`src/rtl/master_bus_pkg.sv`:
```
// Shared types and constants for the master-side system bus ports.
package master_bus_pkg;

    localparam int DEFAULT_DATA_LEN = 8;

    // Bus instruction encoding decoded by the wrapper that raises start.
    localparam logic [1:0] BUS_INSTR_READ = 2'b11;

    typedef enum logic [1:0] {
        ST_IDLE      = 2'd0,
        ST_HANDSHAKE = 2'd1,
        ST_RECEIVE   = 2'd2,
        ST_DONE      = 2'd3
    } rx_state_t;

    // Destination bit of the cnt-th serial bit of a len-bit word.
    function automatic int unsigned bit_pos(input logic lsb_first, input int unsigned cnt,
                                            input int unsigned len);
        return lsb_first ? cnt : (len - 1 - cnt);
    endfunction

endpackage

```
`src/rtl/rx_word_fifo.sv`:
```
// Synchronous show-ahead FIFO for received words; DEPTH must be a power of two.
module rx_word_fifo #(
    parameter int WIDTH = 8,
    parameter int DEPTH = 4
) (
    input  logic             clk,
    input  logic             reset,
    input  logic             push,
    input  logic [WIDTH-1:0] push_data,
    input  logic             pop,
    output logic [WIDTH-1:0] pop_data,
    output logic             full,
    output logic             empty
);

    localparam int AW = $clog2(DEPTH);
    localparam logic [AW:0] PTR_ONE = (AW + 1)'(1);

    logic [WIDTH-1:0] mem [DEPTH];
    logic [AW:0]      wr_ptr;
    logic [AW:0]      rd_ptr;
    logic             do_push;
    logic             do_pop;

    // Extra pointer bit tells full from empty when the address bits match.
    assign empty   = (wr_ptr == rd_ptr);
    assign full    = (wr_ptr[AW] != rd_ptr[AW]) && (wr_ptr[AW-1:0] == rd_ptr[AW-1:0]);
    assign do_push = push && !full;
    assign do_pop  = pop && !empty;

    always_ff @(posedge clk or posedge reset) begin
        // NOTE: non-blocking assignments in clocked blocks so every register samples pre-edge values.
        if (reset) begin
            wr_ptr <= '0;
            rd_ptr <= '0;
        end else begin
            if (do_push) wr_ptr <= wr_ptr + PTR_ONE;
            if (do_pop)  rd_ptr <= rd_ptr + PTR_ONE;
        end
    end

    // NOTE: storage is deliberately not reset; emptiness comes from the pointers alone.
    always_ff @(posedge clk) begin
        if (do_push) mem[wr_ptr[AW-1:0]] <= push_data;
    end

    assign pop_data = empty ? '0 : mem[rd_ptr[AW-1:0]];

endmodule

```
`src/rtl/master_rx_burst.sv`:
```
// Master-side burst read port: handshake, serial deserialise, word FIFO, timeout abort.
// Define RX_PARITY_EN to accept a trailing even-parity bit per word and expose parity_err.
module master_rx_burst
    import master_bus_pkg::*;
#(
    parameter int DATA_LEN   = DEFAULT_DATA_LEN,
    parameter int BURST_W    = 12,
    parameter int FIFO_DEPTH = 4,
    parameter int TIMEOUT    = 255
) (
    input  logic                clk,
    input  logic                reset,
    input  logic                start,
    input  logic [BURST_W-1:0]  burst_num,
    input  logic                lsb_first,
    input  logic                slave_valid,
    input  logic                rx_data,
    output logic                master_ready,
    output logic [DATA_LEN-1:0] data,
    output logic                data_valid,
    input  logic                data_ready,
    output logic                rx_done,
    output logic                rx_busy,
    output logic                timeout_err
`ifdef RX_PARITY_EN
    ,
    output logic                parity_err
`endif
);

`ifdef RX_PARITY_EN
    localparam int BITS_PER_WORD = DATA_LEN + 1;
`else
    localparam int BITS_PER_WORD = DATA_LEN;
`endif
    localparam int BC_W  = $clog2(BITS_PER_WORD);
    localparam int IDX_W = $clog2(DATA_LEN);
    localparam int TMO_W = $clog2(TIMEOUT + 1);

    localparam logic [BC_W-1:0]  BIT_LAST = BC_W'(BITS_PER_WORD - 1);
    localparam logic [BC_W-1:0]  BIT_ONE  = BC_W'(1);
    localparam logic [TMO_W-1:0] TMO_LAST = TMO_W'(TIMEOUT - 1);
    localparam logic [TMO_W-1:0] TMO_ONE  = TMO_W'(1);
    localparam logic [BURST_W:0] WORD_ONE = (BURST_W + 1)'(1);

    rx_state_t           state;
    rx_state_t           state_next;
    logic [BURST_W:0]    burst_total;
    logic [BURST_W:0]    word_cnt;
    logic [BC_W-1:0]     bit_cnt;
    logic [TMO_W-1:0]    tmo_cnt;
    logic                lsb_lat;
    logic [DATA_LEN-1:0] word_reg;
    logic [DATA_LEN-1:0] word_assembled;
    logic [DATA_LEN-1:0] push_word;
    logic [IDX_W-1:0]    bit_idx;
    logic                data_phase;
    logic                start_ok;
    logic                hs_accept;
    logic                bit_accept;
    logic                idle_cycle;
    logic                tmo_expire;
    logic                word_end;
    logic                burst_end;
    logic                fifo_full;
    logic                fifo_empty;

    assign master_ready = (state == ST_HANDSHAKE) || ((state == ST_RECEIVE) && !fifo_full);
    assign start_ok     = (state == ST_IDLE) && start;
    assign hs_accept    = (state == ST_HANDSHAKE) && slave_valid;
    assign bit_accept   = (state == ST_RECEIVE) && slave_valid && master_ready;
    // master_ready is only ever high in HANDSHAKE/RECEIVE, so no extra state qualifier.
    assign idle_cycle   = master_ready && !slave_valid;
    assign tmo_expire   = idle_cycle && (tmo_cnt == TMO_LAST);
    assign word_end     = bit_accept && (bit_cnt == BIT_LAST);
    assign burst_end    = word_end && ((word_cnt + WORD_ONE) == burst_total);

    assign bit_idx = IDX_W'(bit_pos(lsb_lat, int'(bit_cnt), DATA_LEN));

`ifdef RX_PARITY_EN
    // The final slot of each word carries parity, not data.
    assign data_phase = (bit_cnt != BIT_LAST);
    assign push_word  = word_reg;
`else
    assign data_phase = 1'b1;
    assign push_word  = word_assembled;
`endif

    always_comb begin
        word_assembled = word_reg;
        if (data_phase) word_assembled[bit_idx] = rx_data;
    end

    always_comb begin
        // NOTE: default first so every path assigns state_next; a missing branch would infer a latch.
        state_next = state;
        case (state)
            ST_IDLE: begin
                if (start) state_next = ST_HANDSHAKE;
            end
            ST_HANDSHAKE: begin
                if (slave_valid)     state_next = ST_RECEIVE;
                else if (tmo_expire) state_next = ST_IDLE;
            end
            ST_RECEIVE: begin
                if (burst_end)       state_next = ST_DONE;
                else if (tmo_expire) state_next = ST_IDLE;
            end
            ST_DONE: begin
                state_next = ST_IDLE;
            end
            default: begin
                state_next = ST_IDLE;
            end
        endcase
    end

    always_ff @(posedge clk or posedge reset) begin
        if (reset) begin
            state       <= ST_IDLE;
            burst_total <= '0;
            word_cnt    <= '0;
            bit_cnt     <= '0;
            tmo_cnt     <= '0;
            lsb_lat     <= 1'b0;
            word_reg    <= '0;
            timeout_err <= 1'b0;
        end else begin
            state <= state_next;
            if (start_ok) begin
                burst_total <= {1'b0, burst_num} + WORD_ONE;
                lsb_lat     <= lsb_first;
                word_cnt    <= '0;
                bit_cnt     <= '0;
                tmo_cnt     <= '0;
                word_reg    <= '0;
                timeout_err <= 1'b0;
            end else begin
                if (hs_accept || bit_accept || tmo_expire) tmo_cnt <= '0;
                else if (idle_cycle)                       tmo_cnt <= tmo_cnt + TMO_ONE;

                if (tmo_expire) begin
                    // Abort drops the partial word; words already pushed stay queued.
                    timeout_err <= 1'b1;
                    bit_cnt     <= '0;
                end else if (bit_accept) begin
                    word_reg <= word_assembled;
                    bit_cnt  <= word_end ? '0 : bit_cnt + BIT_ONE;
                    if (word_end) word_cnt <= word_cnt + WORD_ONE;
                end
            end
        end
    end

`ifdef RX_PARITY_EN
    logic parity_bad;

    // Even parity: the parity bit equals the XOR of the data bits.
    assign parity_bad = word_end && (rx_data != ^word_reg);

    always_ff @(posedge clk or posedge reset) begin
        if (reset)           parity_err <= 1'b0;
        else if (start_ok)   parity_err <= 1'b0;
        else if (parity_bad) parity_err <= 1'b1;
    end
`endif

    rx_word_fifo #(
        .WIDTH (DATA_LEN),
        .DEPTH (FIFO_DEPTH)
    ) u_fifo (
        .clk       (clk),
        .reset     (reset),
        .push      (word_end),
        .push_data (push_word),
        .pop       (data_ready),
        .pop_data  (data),
        .full      (fifo_full),
        .empty     (fifo_empty)
    );

    assign data_valid = !fifo_empty;
    assign rx_done    = (state == ST_DONE);
    assign rx_busy    = (state != ST_IDLE);

endmodule

```
`config.mk`:
```
export PLATFORM = sky130hd
export DESIGN_NAME = master_rx_burst
export DESIGN_NICKNAME = d
export VERILOG_FILES = /design/src/rtl/master_bus_pkg.sv /design/src/rtl/rx_word_fifo.sv /design/src/rtl/master_rx_burst.sv
export SDC_FILE = /design/constraint.sdc
export NUM_CORES = 1
export LEC_CHECK = 0
export CAP_MARGIN = 20
export CORE_MARGIN = 2
export CORE_UTILIZATION = 55
export CTS_CLUSTER_DIAMETER = 80
export CTS_CLUSTER_SIZE = 40
export DETAILED_ROUTE_END_ITERATION = 6
export GPL_ROUTABILITY_DRIVEN = 1
export PLACE_DENSITY = 0.76
export SKIP_CTS_REPAIR_TIMING = 1
export SLEW_MARGIN = 10
export SYNTH_ARGS = -nofsm -noshare
export SYNTH_HDL_FRONTEND = slang
export SYNTH_SLANG_ARGS = --single-unit
```
`constraint.sdc`:
```
create_clock -name clk -period 3.2 [get_ports clk]
set_input_delay 0.64 -clock clk [delete_from_list [all_inputs] [get_ports clk]]
set_output_delay 0.64 -clock clk [all_outputs]
set_load 0.02 [all_outputs]
```
### Yosys cells after proc, flatten, opt, wreduce, memory -nomap -nowiden

Memory sizes are Yosys's and may differ from the RTL's.
Cells that the tools add are included.

| cells by class | value |
|---|---|
| $add $sub $neg | 7 |
| order comparisons | 2 |
| reductions and logical operators | 28 |
| equal/unequal tests | 11 |
| multiplexer cells | 28 |

Operator list:

| operator | number |
|---|---|
| $mux 8 | 7 |
| $mux 13 | 4 |
| $mux 3 | 5 |
| $add 12x1->13 const B | 1 |
| $add 13x1->13 const B | 1 |
| $eq 13x13->1 | 1 |
| $logic_and 1x1->1 | 13 |
| $add 3x1->3 const B | 3 |
| $add 8x1->8 const B | 1 |
| $bwmux 8 | 1 |
| $eq 8x8->1 const B | 1 |
| $mux 2 | 4 |
| $pmux 2 s4 | 1 |
| $reduce_bool 2->1 | 4 |
| $reduce_bool 3->1 | 2 |
| $mux 1 | 5 |
| $eq 2x2->1 const B | 2 |
| $lt 3x4->1 const B | 1 |
| $ne 2x2->1 const B | 2 |
| $demux 1 s3 | 1 |
| $eq 3x3->1 | 1 |
| $eq 3x3->1 const B | 1 |
| $ge 3x1->1 const B | 1 |
| $logic_not 1->1 | 3 |
| 8 further kinds | 10 |

| word-level totals | value |
|---|---|
| output and inout bits | 13 |
| memories kept | 1 |
| flip-flop bits (word level) | 55 |
| memory bits (writable) | 32 |
| word-level logic and storage cells | 87 |
| bits of input ports | 19 |

Memory list:

| memory | words | bits a word | rd ports | clocked after memory_dff | wr ports | RTL line | source |
|---|---|---|---|---|---|---|---|
| u_fifo.mem | 4 | 8 | 1 | 0 | 1 | rx_word_fifo.sv:19 | `logic [WIDTH-1:0] mem [DEPTH];` |

### Logic depth before layout (Yosys ltp)

| depth | value |
|---|---|
| depth after elaboration | 11 |
| gate-level depth with buffers | 8 |
| depth with buffers taken out | 6 |

### Cells and area by module

From an unflattened synthesis, not the netlist that was laid out.

| second synthesis, totals | value |
|---|---|
| cell total of the unflattened synthesis | 455 |
| area total of the unflattened synthesis | 4,768.3 µm² |

By module, submodules not included:

| module | instances | area an instance (µm²) | cells an instance |
|---|---|---|---|
| master_rx_burst | 1 | 3,090.5 | 359 |
| rx_word_fifo | 1 | 1,677.9 | 96 |

### Least setup slack after synthesis

Ideal clock, no wire load.

| timing | value |
|---|---|
| path type | reg2out |
| start point | reg u_fifo.rd_ptr[1] |
| end point | out data[0] |
| data arrival time | 1,534 ps |
| cell stages (with the launch flop) | 7 |
| slack | 1,026 ps |
| required time | 2,560 ps |
| cells stage by stage | dfrtp_1 buf_6 xor2_2 nor2_1 nand2_1 clkbuf_1 and2_1 |

| on the way | value |
|---|---|
| cells in the longest elaborated chain, start to end | 2 |

Ends and longest elaborated chain:

| element | RTL line | source |
|---|---|---|
| start: declaration | rx_word_fifo.sv:21 | `logic [AW:0] rd_ptr;` |
| start signal: assignment | rx_word_fifo.sv:38 | `if (do_pop) rd_ptr <= rd_ptr + PTR_ONE;` |
| $mem_v2 4x8 or $eq 3x3->1 (tied branches) | -- |  |
| $mux 8 (*) | rx_word_fifo.sv:47 | `assign pop_data = empty ? '0 : mem[rd_ptr[AW-1:0]];` |
| end: declaration | master_rx_burst.sv:19 | `output logic [DATA_LEN-1:0] data,` |

Every way passes the cells marked *; elsewhere a longest branch is shown, timed or not.

### Worst setup path in the final report

| timing | value |
|---|---|
| start point | reg u_fifo.rd_ptr[0] |
| end point | out data[0] |

Same word-level chain as after synthesis.

==> flow_summary.yaml <==
status:
  status: "completed"
final_layout:
  num_antenna_cells: 0
  largest_register_ffs: 32
  layout.nets: 519
  drive_above_1_share_pct: 10.1
  synthToLayoutAreaGrowth_pct: 13.0
  final_core_util_pct: 63.0
worst_setup_path:
  cp_data_arrival_time_ps: 2350
  rrSetupSlack_ps: 1090
  required_ps: 2560
  cp-end-kind: "output port"
  path_max_fanout: 8
  crit_path_top_delay_cell: "clkdlybuf4s50_1"
  cpPeakStageDelay_ps: 540
  path_cells: "buf_4 -> mux4_2 -> and2_1 -> clkdlybuf4s50_1"
  crit_path_start_kind: "flop"
  criticalPathCategory: "flop to output port"
power_and_ir_drop:
  power_frac_seq_pct: 40.5
  p_leak_nw: 2.22
  powerDensity_mw_per_mm2: 729
  p_switching_mw: 1.52
  switching_share_pct: 38.4
  p_clk_share_pct: 19.8
  combPwrFrac_pct: 39.7
  p_int_mw: 2.43
  ir_drop_uv: 381
synth:
  syn_area_mm2: 0.00479
  synth_edf_count: 32
  syn_inst: 461
  yosys_warnings: 0
  synth_flop_cell: "dfrtp_1"
  avgSynthCellArea_um2: 10.4
  synthesis.nets: 491
  yosysSeqAreaShare_pct: 48.8
  synth_cell_types: 58
  yosys_register_bits: 87
  postSynth.asyncResetShare_pct: 63.2
grt:
  grtUsageMet1_pct: 29.7
  grtUsageMet2_pct: 32.9
  grt_overflow: 0
  antenna_found_initial: 0
  grt_pass1_vias: 3389
  grt-busiest-layer: "met2"
  grt_max_degree: 30
  use_met3_pct: 4.39
  grt_usage_pct: 21.2
  grt_pass1_wl_um: 16200
clocking:
  cts.htree.levels: 3
  cts_buffer_depth: 2
  clock_sinks: 87
  root_buffer: "clkbuf_8"
  worstSkewPairLatency_ps: 370
  cts_tree: "done"
  clk_pin_slew_ps: 100
  numCtsBuffers: 9
drt:
  dr.pass1.iters: 5
  drc: 0
  vias: 3517
  wire_per_inst_um: 15.6
  via_per_inst: 5.84
  first_iter_violations: 156
  drtAntennaViolNets: 0
  wl_um: 9420
sta:
  finalHoldViolCount: 0
  slew_violations: 0
  fmax_mhz: 334
  min_period_ps: 2990
  fin_worst_skew_ps: 12.1
  finalSetupTns_ps: 0
  rsz0062_at_grt: "false"
  hold_slack_ps: 507
  worst_slew_pin_slew_ps: 600
  fin_ws_ps: 206
  setup_viol: 0
  finalCritPeriodShare_pct: 93.6
  slew-limit-headroom_pct: 58.9
placement:
  dp_slack_ps: 444
  place_congestion: 0.865
  port_buffers: 31
  dpl.hpwl_um: 6760
die:
  ioPinCount: 32
  dieArea_mm2: 0.00948
  rows: 34
  dieHeight_um: 97.3
  die_w_um: 97.3
  coreArea_mm2: 0.00859
  initial_core_util_pct: 55.8
hold_path:
  hold_path_class: "flop to flop"
run:
  cap_violations: 0
## per-stage QoR
stage / cell area (µm²) / total power, mW / std cells
after floorplan: 4790 / 2.72 / 461
after global placement: 5210 / 3.13 / 586
after detailed placement: 5210 / 3.19 / 586
after CTS: 5410 / 3.97 / 602
after global routing: 5420 / 4.21 / 602
final: 5420 / 3.95 / 602
## placed cells by master, fill, tap and decap left out, types with 2 or more instances in the layout
cell type,count
a211o_1,3
buf_4,9
a21o_1,9
clkbuf_8,9
or2_2,2
and3_1,12
ha_1,11
mux4_2,8
a211oi_1,3
o22a_1,5
inv_8,4
nand2b_1,5
or3_1,5
a21oi_1,17
clkdlybuf4s50_1,31
edfxtp_1,32
xnor2_1,20
o221a_2,5
nand3b_1,2
o22ai_1,7
nor4_1,3
inv_6,2
o2111ai_1,2
nor2_1,31
dfrtp_1,54
nand4_1,10
xor2_1,21
nand3_1,16
and4_1,4
o21ai_0,29
and2_1,12
nor2b_1,4
nand2_1,53
inv_1,14
nor3_1,12
## per-layer routing
metal / up-vias / wire length (µm) / share of wire (%)
met5: - / 0 / 0
met4: 0 / 94 / 1.0
met3: 9 / 404 / 4.3
met2: 82 / 4410 / 47
met1: 1701 / 4510 / 48
li1: 1725 / - / -
## synthesized netlist by cell type (4+ instances only)
library cell	count	share of area (%)
o21ai_0	29	3.0
clkbuf_1	15	1.2
and3_1	12	1.6
nor2b_1	4	0.52
xnor2_1	20	3.7
o22a_1	5	0.91
o221a_2	5	1.2
nand2b_1	5	0.65
edfxtp_1	32	20
o22ai_1	7	0.91
nand3_1	16	1.7
ha_1	11	2.9
a21oi_1	17	1.8
and2_1	12	1.6
xor2_1	21	3.8
a21o_1	9	1.4
nand4_1	10	1.3
buf_2	6	0.63
nand2_1	53	4.2
or3_1	5	0.65
inv_1	15	1.2
mux4_2	8	3.8
and4_1	4	0.73
dfrtp_1	55	29
nor2_1	31	2.4
nor3_1	12	1.3
## cell type report
class,instances,area (µm²)
timing repair buffer,41,398
clock inverter,7,78.8
inverter,15,56.3
fill,670,3180
sequential,87,2340
clock buffer,9,124
multi-input combinational,335,2280
tap,108,135
## final timing paths
| kind | start | end | depth (start not counted) |
|---|---|---|---|
| setup / recovery | u_fifo.rd_ptr[0] | data[0] | 4 |
| hold / removal | timeout_err | timeout_err | 1 |
| setup reg to reg | bit_cnt[1] | word_cnt[0] | 6 |
| hold reg to reg | timeout_err | timeout_err | 1 |
| max in group asynchronous | reset | burst_total[2] | 3 |
| min in group asynchronous | reset | tmo_cnt[4] | 2 |
## cells by family (layout without fill, tap and decap cells)
group / Yosys count / in the layout / share of synthesized area, %
AOI/OAI and AO/OA: 94 / 94 / 13.6
xor gates and xnor gates: 43 / 43 / 8.41
adders and majority gates: 11 / 11 / 2.87
buffers and inverters: 39 / 72 / 3.55
DFF: 87 / 87 / 48.8
muxes: 10 / 10 / 4.20
and+or+nand+nor: 177 / 177 / 18.6
## worst max-delay path: cells and delay by family, from the launching register on
family / cells / cell delay, ps
buf+inv: 2 / 800
flops: 1 / 500
mux: 1 / 500
simple gates: 1 / 170
## power by group through the flow
stage               clock (mW)  sequential, mW  combinational, mW
CTS                      0.797            1.59               1.58
finish                   0.782            1.60               1.57
floorplan                    0            1.52               1.20
detailed placement           0            1.62               1.57
global route             0.841            1.63               1.74
global placement             0            1.61               1.53
Power figures use the tool's default switching activity.
